--- config.mk ---
export PLATFORM = sky130hd
export DESIGN_NAME = serv_fpu_mul_seq
export DESIGN_NICKNAME = d
export VERILOG_FILES = /design/src/rtl/serv_fpu_mul_seq.sv
export SDC_FILE = /design/constraint.sdc
export NUM_CORES = 1
export LEC_CHECK = 0
export ABC_AREA = 1
export CAP_MARGIN = 15
export CORE_UTILIZATION = 54
export DETAILED_ROUTE_END_ITERATION = 10
export HOLD_SLACK_MARGIN = 0.06
export PLACE_DENSITY = 0.83
export SLEW_MARGIN = 20
export SYNTH_ARGS = -nofsm -noshare
export SYNTH_HDL_FRONTEND = slang
export SYNTH_SLANG_ARGS = --single-unit
--- constraint.sdc ---
create_clock -name clk -period 4.1 [get_ports clk]
set_input_delay 0.82 -clock clk [delete_from_list [all_inputs] [get_ports clk]]
set_output_delay 0.82 -clock clk [all_outputs]
set_load 0.005 [all_outputs]
--- src/rtl/serv_fpu_mul_seq.sv ---
// Iterative binary32 multiplier behind the SERV extension port.
// Ports: clk, i_rst_n, i_valid, i_funct3 (rm), i_rs1, i_rs2 -> o_ready, o_rd.
// Build option: SERV_FPU_MUL_RADIX4_EN retires two multiplier bits per cycle.
module serv_fpu_mul_seq #(
  parameter logic [31:0] CANON_NAN = 32'h7FC00000
) (
  input  logic        clk,
  input  logic        i_rst_n,
  input  logic        i_valid,
  input  logic [2:0]  i_funct3,
  input  logic [31:0] i_rs1,
  input  logic [31:0] i_rs2,
  output logic        o_ready,
  output logic [31:0] o_rd
);

  typedef enum logic [2:0] {
    IDLE, UNPACK, MUL, NORM, ROUND, DONE
  } state_t;

`ifdef SERV_FPU_MUL_RADIX4_EN
  localparam logic [4:0] CNT_LAST = 5'd11;
`else
  localparam logic [4:0] CNT_LAST = 5'd23;
`endif

  localparam logic [30:0] MAXF = 31'h7F7FFFFF;
  localparam logic [30:0] INF  = 31'h7F800000;

  state_t      state, state_nxt;
  logic [4:0]  cnt;
  logic [31:0] a_q, b_q;
  logic [2:0]  rm_q;
  logic [9:0]  exp_q;
  logic [23:0] mcand_q, mplier_q;
  logic [47:0] acc_q;
  logic [23:0] mant_q;
  logic        grd_q, stk_q;

  // unpack
  logic        sgn;
  logic [7:0]  ea, eb;
  logic [22:0] fa, fb;
  logic        a_zero, b_zero, a_inf, b_inf;
  logic        a_nan, b_nan, rsv;
  logic        is_nan, is_inf, is_zero, special;
  logic [31:0] spec_res;
  logic [9:0]  exp_init;

  assign sgn = a_q[31] ^ b_q[31];
  assign ea  = a_q[30:23];
  assign eb  = b_q[30:23];
  assign fa  = a_q[22:0];
  assign fb  = b_q[22:0];

  // exponent zero covers subnormals: they flush to zero
  assign a_zero = (ea == 8'h00);
  assign b_zero = (eb == 8'h00);
  assign a_inf  = (ea == 8'hFF) && (fa == '0);
  assign b_inf  = (eb == 8'hFF) && (fb == '0);
  assign a_nan  = (ea == 8'hFF) && (fa != '0);
  assign b_nan  = (eb == 8'hFF) && (fb != '0);
  assign rsv    = (rm_q > 3'd4);

  assign is_nan  = a_nan | b_nan | rsv |
                   (a_inf & b_zero) |
                   (a_zero & b_inf);
  assign is_inf  = a_inf | b_inf;
  assign is_zero = a_zero | b_zero;
  assign special = is_nan | is_inf | is_zero;

  always_comb begin
    spec_res = {sgn, 31'h0};
    if (is_nan)
      spec_res = CANON_NAN;
    else if (is_inf)
      spec_res = {sgn, INF};
  end

  assign exp_init = {2'b00, ea} + {2'b00, eb}
                  - 10'd127;

  // shift-add step
  logic [47:0] acc_nxt;
  logic [23:0] mplier_nxt;

`ifdef SERV_FPU_MUL_RADIX4_EN
  logic [25:0] pp;
  logic [25:0] sum4;

  always_comb begin
    pp = '0;
    unique case (mplier_q[1:0])
      2'd0: pp = '0;
      2'd1: pp = {2'b00, mcand_q};
      2'd2: pp = {1'b0, mcand_q, 1'b0};
      2'd3: pp = {2'b00, mcand_q}
               + {1'b0, mcand_q, 1'b0};
      default: pp = '0;
    endcase
  end

  assign sum4       = {2'b00, acc_q[47:24]} + pp;
  assign acc_nxt    = {sum4, acc_q[23:2]};
  assign mplier_nxt = {2'b00, mplier_q[23:2]};
`else
  logic [24:0] sum2;

  assign sum2 = {1'b0, acc_q[47:24]} +
                (mplier_q[0] ? {1'b0, mcand_q}
                             : 25'd0);
  assign acc_nxt    = {sum2, acc_q[23:1]};
  assign mplier_nxt = {1'b0, mplier_q[23:1]};
`endif

  // normalise
  logic        hi;
  logic [23:0] mant_n;
  logic        grd_n, stk_n;
  logic [9:0]  exp_n;

  assign hi     = acc_q[47];
  assign mant_n = hi ? acc_q[47:24] : acc_q[46:23];
  assign grd_n  = hi ? acc_q[23] : acc_q[22];
  assign stk_n  = hi ? (|acc_q[22:0])
                     : (|acc_q[21:0]);
  assign exp_n  = exp_q + {9'd0, hi};

  // round
  logic        rm_rne, rm_rtz, rm_rdn;
  logic        rm_rup, rm_rmm;
  logic        inc;
  logic [24:0] mant_r;
  logic [9:0]  exp_r;
  logic [22:0] frac_r;
  logic        ovf, ufl;
  logic [31:0] ovf_res, round_res;

  assign rm_rne = (rm_q == 3'd0);
  assign rm_rtz = (rm_q == 3'd1);
  assign rm_rdn = (rm_q == 3'd2);
  assign rm_rup = (rm_q == 3'd3);
  assign rm_rmm = (rm_q == 3'd4);

  always_comb begin
    inc = 1'b0;
    unique case (1'b1)
      rm_rne: inc = grd_q & (mant_q[0] | stk_q);
      rm_rtz: inc = 1'b0;
      rm_rdn: inc = sgn & (grd_q | stk_q);
      rm_rup: inc = ~sgn & (grd_q | stk_q);
      rm_rmm: inc = grd_q;
      default: inc = 1'b0;
    endcase
  end

  assign mant_r = {1'b0, mant_q} + {24'd0, inc};
  assign exp_r  = exp_q + {9'd0, mant_r[24]};
  assign frac_r = mant_r[24] ? mant_r[23:1]
                             : mant_r[22:0];
  assign ovf = ($signed(exp_r) >= 10'sd255);
  assign ufl = ($signed(exp_r) <= 10'sd0);

  always_comb begin
    ovf_res = {sgn, INF};
    unique case (1'b1)
      rm_rtz: ovf_res = {sgn, MAXF};
      rm_rdn: ovf_res = sgn ? {1'b1, INF}
                            : {1'b0, MAXF};
      rm_rup: ovf_res = sgn ? {1'b1, MAXF}
                            : {1'b0, INF};
      default: ovf_res = {sgn, INF};
    endcase
  end

  always_comb begin
    round_res = {sgn, exp_r[7:0], frac_r};
    if (ovf)
      round_res = ovf_res;
    else if (ufl)
      round_res = {sgn, 31'h0};
  end

  // control
  always_ff @(posedge clk or negedge i_rst_n) begin
    if (!i_rst_n)
      state <= IDLE;
    else
      state <= state_nxt;
  end

  always_comb begin
    state_nxt = state;
    unique case (state)
      IDLE:   if (i_valid) state_nxt = UNPACK;
      UNPACK: state_nxt = special ? DONE : MUL;
      MUL:    if (cnt == CNT_LAST)
                state_nxt = NORM;
      NORM:   state_nxt = ROUND;
      ROUND:  state_nxt = DONE;
      DONE:   state_nxt = IDLE;
      default: state_nxt = IDLE;
    endcase
  end

  // datapath
  always_ff @(posedge clk or negedge i_rst_n) begin
    if (!i_rst_n) begin
      cnt      <= '0;
      a_q      <= '0;
      b_q      <= '0;
      rm_q     <= '0;
      exp_q    <= '0;
      mcand_q  <= '0;
      mplier_q <= '0;
      acc_q    <= '0;
      mant_q   <= '0;
      grd_q    <= 1'b0;
      stk_q    <= 1'b0;
    end else begin
      unique case (state)
        IDLE: if (i_valid) begin
          a_q  <= i_rs1;
          b_q  <= i_rs2;
          rm_q <= i_funct3;
        end
        UNPACK: begin
          exp_q    <= exp_init;
          mcand_q  <= {1'b1, fa};
          mplier_q <= {1'b1, fb};
          acc_q    <= '0;
          cnt      <= '0;
        end
        MUL: begin
          acc_q    <= acc_nxt;
          mplier_q <= mplier_nxt;
          cnt      <= (cnt == CNT_LAST) ? 5'd0
                                        : cnt + 5'd1;
        end
        NORM: begin
          mant_q <= mant_n;
          grd_q  <= grd_n;
          stk_q  <= stk_n;
          exp_q  <= exp_n;
        end
        default: ;
      endcase
    end
  end

  // outputs
  always_ff @(posedge clk or negedge i_rst_n) begin
    if (!i_rst_n) begin
      o_ready <= 1'b0;
      o_rd    <= '0;
    end else begin
      o_ready <= (state_nxt == DONE);
      if (state == UNPACK && special)
        o_rd <= spec_res;
      else if (state == ROUND)
        o_rd <= round_res;
    end
  end

endmodule

==> results of run 1 <==
-- sequential cells by signal, indices dropped and copies added (netlist names) --
| register | count |
|---|---|
| o_ready | 1 |
| b_q | 32 |
| mplier_q | 24 |
| mcand_q | 24 |
| acc_q | 48 |
| a_q | 32 |
| o_rd | 32 |
| stk_q | 1 |
| mant_q | 24 |
| cnt | 5 |
| exp_q | 10 |
| rm_q | 3 |
| state | 3 |
| grd_q | 1 |
-- metrics by stage --
step                total power, mW  hold WS [ns]  area (µm²)
finish                         11.4         0.282       15700
global placement               8.57         0.454       14600
CTS                            11.3         0.332       15500
detailed placement             8.75         0.459       14600
global route                   12.3         0.359       15700
floorplan                      7.41         0.439       13300
-- power groups by stage --
stage                     clock (mW)  combinational, mW  sequential [mW]
final                           2.45               4.82             4.12
after floorplan                    0               3.53             3.89
after detailed placement           0               4.63             4.12
after global placement             0               4.50             4.08
after CTS                       2.50               4.71             4.09
after global routing            2.59               5.50             4.25
-- area by class of cell --
type                            count  area (µm²)
Tap cell                          324         405
Clock inverter                     10         149
Inverter                          216         823
Fill cell                        2067        8520
Timing Repair Buffer              132        1280
Clock buffer                       37         772
Sequential cell                   240        6010
Multi-Input combinational cell   1217        6290
-- per-layer routing --
metal / up-vias / wire (µm)
li1: 5840 / -
met1: 5421 / 14500
met2: 301 / 15000
met3: 59 / 1300
met4: 0 / 801
met5: - / 0
-- placed cells by master (no fill, tap or decap), drive strengths merged --
cell	count
a221oi	1
bufinv	3
xnor2	5
o21ai	133
clkdlybuf4s50	101
o31ai	4
nor3	28
a41oi	1
nand2	453
a211oi	2
ha	46
a22oi	2
clkinv	3
a311oi	1
buf	31
fa	2
or2	3
nand4	18
clkinvlp	5
a31oi	13
dfrtp	240
o311ai	2
xor2	23
o211ai	17
inv	215
o22ai	30
nand3	67
clkbuf	37
nor4	5
mux2	15
a21o	6
a21boi	1
a2111oi	1
a21oi	122
o21bai	6
nand3b	8
a22o	2
nor2	200
-- critical path, delay by kind of cell (launching register included) --
| family | cells | cell delay (ns) |
|---|---|---|
| compound gates | 1 | 0.15 |
| xor+xnor | 2 | 0.39 |
| fa+ha+maj | 3 | 0.60 |
| buf+inv | 3 | 0.46 |
| flops | 1 | 0.40 |
| simple gates | 21 | 2.12 |
-- synth_stat cells, drive strengths merged --
| library cell | n |
|---|---|
| nand2 | 453 |
| a22o | 2 |
| a22oi | 2 |
| nor4 | 5 |
| nand4 | 18 |
| a221oi | 1 |
| inv | 216 |
| a21oi | 122 |
| o22ai | 30 |
| a211oi | 2 |
| o211ai | 17 |
| ha | 46 |
| clkbuf | 48 |
| o21bai | 6 |
| o311ai | 2 |
| o31ai | 4 |
| nor2 | 200 |
| buf | 21 |
| a311oi | 1 |
| dfrtp | 240 |
| a21o | 6 |
| a21boi | 1 |
| nand3 | 66 |
| mux2 | 15 |
| xor2 | 23 |
| xnor2 | 5 |
| a2111oi | 1 |
| a41oi | 1 |
| nor3 | 28 |
| fa | 2 |
| a31oi | 13 |
| o21ai | 133 |
| nand3b | 8 |
| or2 | 3 |
-- kinds of logic (layout without fill, tap and decap cells) --
kind of cell               count (synthesis)  in the layout
xor gates and xnor gates                  28             28
DFF                                      240            240
adders and majority gates                 48             48
AOI/OAI and AO/OA                        344            344
and+or+nand+nor                          781            782
buffers and inverters                    285            395
muxes                                     15             15
-- final timing paths --
path | from | end | slack, ns | cells past startpoint
setup / recovery | a_q[31] | o_rd[27] | -0.09 | 30
hold / removal | i_rst_n | o_rd[9] | 0.28 | 1
setup reg to reg | a_q[31] | o_rd[27] | -0.09 | 30
hold reg to reg | o_rd[16] | o_rd[16] | 0.47 | 2
max in group asynchronous | i_rst_n | cnt[1] | 2.89 | 2
min in group clk | o_rd[16] | o_rd[16] | 0.47 | 2
-- repair_timing --
item,in CTS,in global routing
setup endpoints to repair,30,31
pin swaps,1,19
buffers inserted,1,9
gates cloned,0,1
resized for setup,4,32
==> results.sh, run 1 <==
export IMPL_htreeDepth=1
export IMPL_max_cap_viol_count=0
export IMPL_first_pass_iters=5
export IMPL_endpoint_kind="flop"
export IMPL_required_ns=4.57
export IMPL_hold_buffers=0
export IMPL_antenna_cells=0
export IMPL_tightest_slew_ns=0.800
export IMPL_stdcell_count=2176
export IMPL_use_met1_pct=34.6
export IMPL_final_util_pct=64.9
export IMPL_synth_seq_cells=240
export IMPL_worst_path_max_delay_cell="dfrtp_1"
export IMPL_synth_fa_ha_area_share_pct=4.63
export IMPL_overflow=0
export IMPL_clkPwrFrac_pct=21.5
export IMPL_core_area_um2=24200
export IMPL_max_freq_mhz=239
export IMPL_grt_first_pass_wirelength_um=52600
export IMPL_status="complete, but fails checks"
export IMPL_power_density_nw_per_um2=724
export IMPL_setup_ws_ns=-0.0886
export IMPL_synth_cells=1741
export IMPL_drt_iter0_drc=786
export IMPL_vias=11600
export IMPL_via_per_inst=5.34
export IMPL_yosys_top_cells_area="dfrtp_1 45%, nand2_1 13%, inv_1 5.9%"
export IMPL_rsz0062_at_grt="true"
export IMPL_setup_violations=30
export IMPL_synth_top_area_cell="dfrtp_1"
export IMPL_violations="negative setup slack"
export IMPL_drive_gt1_share_pct=7.29
export IMPL_wl_um=31600
export IMPL_gr_usage_met3_pct=2.87
export IMPL_yosysSeqAreaShare_pct=45.2
export IMPL_synth_top_cell_area_share_pct=45.2
export IMPL_dieWidth_um=159
export IMPL_cts_root_buf="clkbuf_16"
export IMPL_die_area_um2=25200
export IMPL_synth_top_family_by_area="simple AND/OR/NAND/NOR gates"
export IMPL_cts_tree="done"
export IMPL_critPathMaxFanout=7
export IMPL_post_route_drc_count=0
export IMPL_cts_sinks=240
export IMPL_ys_warnings_count=0
export IMPL_grt_use_met2_pct=41.8
export IMPL_leakagePower_nw=7.70
export IMPL_worstPathArrival_ns=4.66
export IMPL_netSwitchingFraction_pct=41.3
export IMPL_port_buffers=102
export IMPL_clock_latency_ns=0.55
export IMPL_hp_class="in -> async"
export IMPL_start_kind="flop"
export IMPL_clock_path_buffers=3
export IMPL_start_util_pct=54.8
export IMPL_areaGrowthSynthToFinish_pct=18.4
export IMPL_post_place_ws_ns=-0.0583
export IMPL_synth_xor_area_share_pct=1.85
export IMPL_synth_nets=1859
export IMPL_wl_per_cell_um=14.5
export IMPL_grtUsageTotal_pct=25.1
export IMPL_io_pins=103
export IMPL_clk_pin_slew_ns=0.06
export IMPL_nets=1951
export IMPL_synthMuxAreaShare_pct=1.27
export IMPL_cpMostUsedCell="nand2_1"
export IMPL_fin_setup_tns_ns=-0.834
export IMPL_syn_area_um2=13300
export IMPL_final_hold_violation_count=0
export IMPL_antenna_found_initial=0
export IMPL_ys_types=46
export IMPL_comb_power_share_pct=42.3
export IMPL_grt_max_degree=101
export IMPL_period_share_pct=102
export IMPL_dp_hpwl_um=22500
export IMPL_seq_power_share_pct=36.2
export IMPL_row_count=57
export IMPL_die_h_um=159
export IMPL_syn_avg_cell_area_um2=7.63
export IMPL_min_period_ns=4.19
export IMPL_synth_compound_area_share_pct=14.3
export IMPL_placed_cells=2118
export IMPL_finClkSkew_ns=0.0227
export IMPL_p_switching_mw=4.70
export IMPL_numCtsBuffers=26
export IMPL_grt_pass1_vias=11000
export IMPL_path_class="reg -> reg"
export IMPL_vdd_drop_max_mv=0.434
export IMPL_finalMaxSlewViolations=0
export IMPL_ant_nets=0
export IMPL_synth_simple_area_share_pct=24.1
export IMPL_max_stage_delay_ns=0.40
export IMPL_relSlewSlack_pct=46.7
export IMPL_busiest_layer="met2"
export IMPL_p_int_mw=6.69
export IMPL_gp_congestion=0.943
No activity file was read; power rests on OpenSTA's default activity.
==> run 2: changes to the inputs <==
- CORE_MARGIN: default -> 2
- CORE_UTILIZATION: 54 -> 40
- PLACE_DENSITY: 0.83 -> 0.65
==> run 2 against run 1 <==
The flow now finishes without violations. Clock power rose by 4%. First-iteration DRC count fell by 16%. Sequential power barely moved. Critical path depth fell by 1. Clock skew barely moved. Die area rose by 37%. Design area rose by 1.6%. Critical path type unchanged. Critical endpoint is now o_rd[7]. Largest cell class unchanged.
==> results.sh, run 2 (synthesis results as in run 1) <==
export IMPL_status="finished clean"
export IMPL_wl_um=32200
export IMPL_wl_per_cell_um=14.0
export IMPL_hold_buffers=0
export IMPL_via_per_inst=4.96
export IMPL_max_freq_mhz=247
export IMPL_clock_path_buffers=3
export IMPL_max_stage_delay_ns=0.41
export IMPL_cts_root_buf="clkbuf_16"
export IMPL_grt_pass1_vias=11000
export IMPL_endpoint_kind="flop"
export IMPL_n_fill_cell=3230
export IMPL_port_buffers=102
export IMPL_worstPathArrival_ns=4.47
export IMPL_nets=1955
export IMPL_path_class="reg -> reg"
export IMPL_max_cap_viol_count=0
export IMPL_areaGrowthSynthToFinish_pct=20.3
export IMPL_cpMostUsedCell="nand3_2"
export IMPL_post_route_drc_count=0
export IMPL_core_area_um2=32600
export IMPL_min_period_ns=4.05
export IMPL_placed_area_um2=14800
export IMPL_first_pass_iters=6
export IMPL_finClkSkew_ns=0.0232
export IMPL_fin_setup_tns_ns=0
export IMPL_setup_violations=0
export IMPL_leakagePower_nw=7.79
export IMPL_p_total_mw=11.5
export IMPL_dp_hpwl_um=23300
export IMPL_relSlewSlack_pct=47.0
export IMPL_tightest_slew_ns=0.795
export IMPL_regMostFlops="acc_q"
export IMPL_required_ns=4.52
export IMPL_finalMaxSlewViolations=0
export IMPL_largest_register_ffs=48
export IMPL_grt_first_pass_wirelength_um=53700
export IMPL_start_util_pct=40.7
export IMPL_power_density_nw_per_um2=722
export IMPL_gp_congestion=0.884
export IMPL_htreeDepth=1
export IMPL_row_count=66
export IMPL_start_kind="flop"
export IMPL_period_share_pct=98.7
export IMPL_r2r_setup_slack_ns=0.05
export IMPL_drt_iter0_drc=660
export IMPL_hp_class="in -> async"
export IMPL_numCtsBuffers=27
export IMPL_rsz0062_at_grt="true"
export IMPL_clk_pin_slew_ns=0.06
export IMPL_ant_nets=0
export IMPL_cts_sinks=240
export IMPL_die_h_um=186
export IMPL_cts_tree="done"
export IMPL_mostFrequentLayoutCells="437 x nand2_1, 240 x dfrtp_1, 209 x inv_1, 190 x nor2_1, 122 x a21oi_1"
export IMPL_stdcell_area_um2=16000
export IMPL_final_hold_violation_count=0
export IMPL_dieWidth_um=186
export IMPL_antenna_cells=0
export IMPL_vias=11400
export IMPL_vdd_drop_max_mv=0.378
export IMPL_grt_max_degree=121
export IMPL_critPathMaxFanout=6
export IMPL_layout_commonest_cell="nand2_1"
export IMPL_io_pins=103
export IMPL_drive_gt1_share_pct=7.97
export IMPL_worst_path_max_delay_cell="dfrtp_1"
export IMPL_antenna_found_initial=0
export IMPL_die_area_um2=34700
export IMPL_clock_latency_ns=0.56
export IMPL_overflow=0
export IMPL_grtUsageTotal_pct=18.9
run 2: cell types whose count changed in the layout (fill, tap and decap cells not counted), sizes merged:
cell / delta
clkinv: +6
clkinvlp: -4
buf: +2
bufinv: +1
inv: +1
run 2: what timing repair did:
item / in CTS / in global routing
gates resized for setup: 3 / 40
pin swaps: 0 / 18
gates cloned: 0 / 3
setup endpoints to repair: 30 / 31
buffers inserted: 0 / 4
run 2: power breakdown:
part	switching (mW)	total (mW)	internal [mW]	leakage [nW]
registers	0.788	4.12	3.33	2.96
logic	2.94	4.86	1.92	4.35
clock network	0.996	2.55	1.56	0.471
total	4.73	11.5	6.81	7.79
run 2: path summary, 6_finish.rpt:
kind	from	endpoint	cells after the start
max	a_q[31]	o_rd[7]	29
min	i_rst_n	a_q[8]	1
max reg2reg	a_q[31]	o_rd[7]	29
min reg2reg	o_rd[27]	o_rd[27]	2
max in group asynchronous	i_rst_n	exp_q[9]	2
min in group clk	o_rd[27]	o_rd[27]	2
run 2: area by class of cell:
class                   instances  area [µm²]  area share (%)
flip-flops and latches        240        6010            37.6
clock buffers                  36         759            4.75
inverters                     216         816            5.10
multi-input cells            1217        6300            39.4
repair buffers                135        1360            8.52
clock inverters                14         191            1.20
well taps                     442         553            3.46
run 2: critical path: cells and delay by family (launching register included):
kind,cells,cell delay [ns]
buf+inv,4,0.47
xor+xnor,2,0.41
flops,1,0.41
compound gates,1,0.14
simple gates,19,1.89
fa+ha+maj,3,0.59
run 2: metal layers:
metal  up-vias  global-route usage [%]  part of all wire, %
met5         -                       0                    0
met4         0                    4.50                  2.2
met3        47                    2.06                  3.7
met2       208                    30.5                   44
met1      5282                    27.3                   50
li1       5868                       -                    -
run 2: per-stage QoR:
stage	setup WS [ns]	cells	util, %	hold WS, ns
CTS	0.0172	2293	48.4	0.273
finish	0.0541	2300	49.0	0.249
floorplan	0.133	1741	-	0.439
detailed placement	-0.0824	2243	45.4	0.459
global placement	0.0641	2243	45.4	0.454
global route	-0.286	2300	49.0	0.299
==> run 3: changes to the inputs <==
- CAP_MARGIN: 15 -> default
- CORE_UTILIZATION: 40 -> 54
- PLACE_DENSITY: 0.65 -> 0.83
==> run 3 against run 2 <==
Global-route usage grew 5.9 points. Design area shrank 0.56%. Flip-flop and latch count is the same. Non-clock buffer count shrank 2. Largest cell class unchanged. Maximum frequency shrank 0.29%. Critical endpoint is now o_rd[28].
==> results.sh, run 3 (synthesis results as in run 1) <==
export IMPL_status="finished clean"
export IMPL_grt_max_degree=121
export IMPL_max_freq_mhz=246
export IMPL_n_fill_cell=2031
export IMPL_start_kind="flop"
export IMPL_leakagePower_nw=7.77
export IMPL_regMostFlops="acc_q"
export IMPL_post_place_ws_ns=-0.0108
export IMPL_die_h_um=161
export IMPL_fin_setup_tns_ns=0
export IMPL_cts_root_buf="clkbuf_16"
export IMPL_mostFrequentLayoutCells="442 x nand2_1, 240 x dfrtp_1, 208 x inv_1, 189 x nor2_1, 122 x a21oi_1"
export IMPL_clock_latency_ns=0.54
export IMPL_crit_buf_inv=3
export IMPL_tightest_slew_ns=0.783
export IMPL_htreeDepth=1
export IMPL_cpLargestDelayFamily="simple AND/OR/NAND/NOR gates"
export IMPL_antenna_cells=0
export IMPL_areaGrowthSynthToFinish_pct=19.6
export IMPL_critPathMaxFanout=5
export IMPL_ant_nets=0
export IMPL_largest_register_ffs=48
export IMPL_required_ns=4.53
export IMPL_wl_um=32100
export IMPL_power_density_nw_per_um2=734
export IMPL_r2r_setup_slack_ns=0.04
export IMPL_antenna_found_initial=0
export IMPL_setup_violations=0
export IMPL_cpMostUsedCell="nand2_1"
export IMPL_drt_iter0_drc=891
export IMPL_vias=11700
export IMPL_min_period_ns=4.06
export IMPL_drive_gt1_share_pct=7.88
export IMPL_hold_buffers=0
export IMPL_dp_hpwl_um=22400
export IMPL_rr_endpoint="o_rd[28]"
export IMPL_cts_sinks=240
export IMPL_path_class="reg -> reg"
export IMPL_clock_path_buffers=3
export IMPL_rsz0062_at_grt="true"
export IMPL_grtUsageTotal_pct=24.8
export IMPL_finalMaxSlewViolations=0
export IMPL_wl_per_cell_um=14.7
export IMPL_hp_class="in -> async"
export IMPL_cts_tree="done"
export IMPL_clk_pin_slew_ns=0.06
export IMPL_vdd_drop_max_mv=0.405
export IMPL_gp_congestion=0.933
export IMPL_overflow=0
export IMPL_io_pins=103
export IMPL_r2r_start="b_q[31]"
export IMPL_max_stage_delay_ns=0.41
export IMPL_setup_ws_ns=0.0425
export IMPL_period_share_pct=99.0
export IMPL_grt_first_pass_wirelength_um=53300
export IMPL_final_hold_violation_count=0
export IMPL_max_cap_viol_count=0
export IMPL_first_pass_iters=5
export IMPL_relSlewSlack_pct=47.8
export IMPL_endpoint_kind="flop"
export IMPL_worstPathArrival_ns=4.48
export IMPL_worst_path_max_delay_cell="dfrtp_1"
export IMPL_dieWidth_um=161
export IMPL_numCtsBuffers=26
export IMPL_nets=1952
export IMPL_grt_pass1_vias=11200
export IMPL_row_count=57
export IMPL_via_per_inst=5.37
export IMPL_reg2reg_depth=30
export IMPL_post_route_drc_count=0
export IMPL_start_util_pct=54.8
export IMPL_die_area_um2=25900
export IMPL_layout_commonest_cell="nand2_1"
export IMPL_finClkSkew_ns=0.0127
export IMPL_port_buffers=102
export IMPL_core_area_um2=24200
==> run 3: worst max-delay path by stage <==
stage	slack (ns)	from	end	cells after the start
floorplan	0.13	b_q[31]	o_rd[11]	30
global placement	0.11	b_q[31]	o_rd[22]	28
CTS	0.02	a_q[31]	o_rd[21]	28
detailed placement	-0.01	b_q[31]	o_rd[21]	28
global route	-0.30	b_q[31]	o_rd[27]	29
finish	0.04	b_q[31]	o_rd[28]	30
==> run 3: area by class of cell <==
class	instances	area, µm²	area share [%]
timing repair buffer	133	1310	8.23
clock inverter	12	230	1.45
tap	324	405	2.55
inverter	216	826	5.19
multi-input combinational	1217	6370	40.1
sequential	240	6010	37.8
clock buffer	35	754	4.75
==> run 3: power breakdown <==
group | leakage (nW) | switching, mW | total, mW | internal, mW
Sequential | 2.96 | 0.805 | 4.13 | 3.33
Clock | 0.477 | 0.978 | 2.65 | 1.67
Combinational | 4.33 | 2.98 | 4.89 | 1.91
==> run 3: per-layer routing <==
metal | global-route usage, % | up-vias | routed length (µm)
met4 | 6.33 | 0 | 654
met1 | 34.2 | 5476 | 14300
met5 | 0 | - | 0
met2 | 42.0 | 318 | 15500
li1 | - | 5842 | -
met3 | 2.84 | 50 | 1640
==> run 3: through the flow <==
stage / area, µm² / utilization (%) / std cells / hold slack [ns] / power [mW]
after global placement: 14600 / 60.2 / 2119 / 0.454 / 8.57
after global routing: 15900 / 65.6 / 2177 / 0.367 / 12.6
after CTS: 15600 / 64.4 / 2169 / 0.336 / 11.5
final: 15900 / 65.6 / 2177 / 0.277 / 11.7
after detailed placement: 14600 / 60.2 / 2119 / 0.458 / 8.76
after floorplan: 13300 / - / 1741 / 0.439 / 7.41
==> run 3: timing repair <==
| action | in CTS | in global routing |
|---|---|---|
| endpoints found under the setup margin | 30 | 31 |
| pin swaps | 1 | 21 |
| resized for setup | 3 | 50 |
| cloned | 0 | 1 |
| setup buffers | 3 | 7 |
==> run 3: worst register-to-register path: cells and delay by family (launching register included) <==
family | cells | cell delay [ns]
simple gates | 21 | 2.10
fa+ha+maj | 3 | 0.58
flops | 1 | 0.41
buf+inv | 3 | 0.36
xor+xnor | 2 | 0.34
compound gates | 1 | 0.14
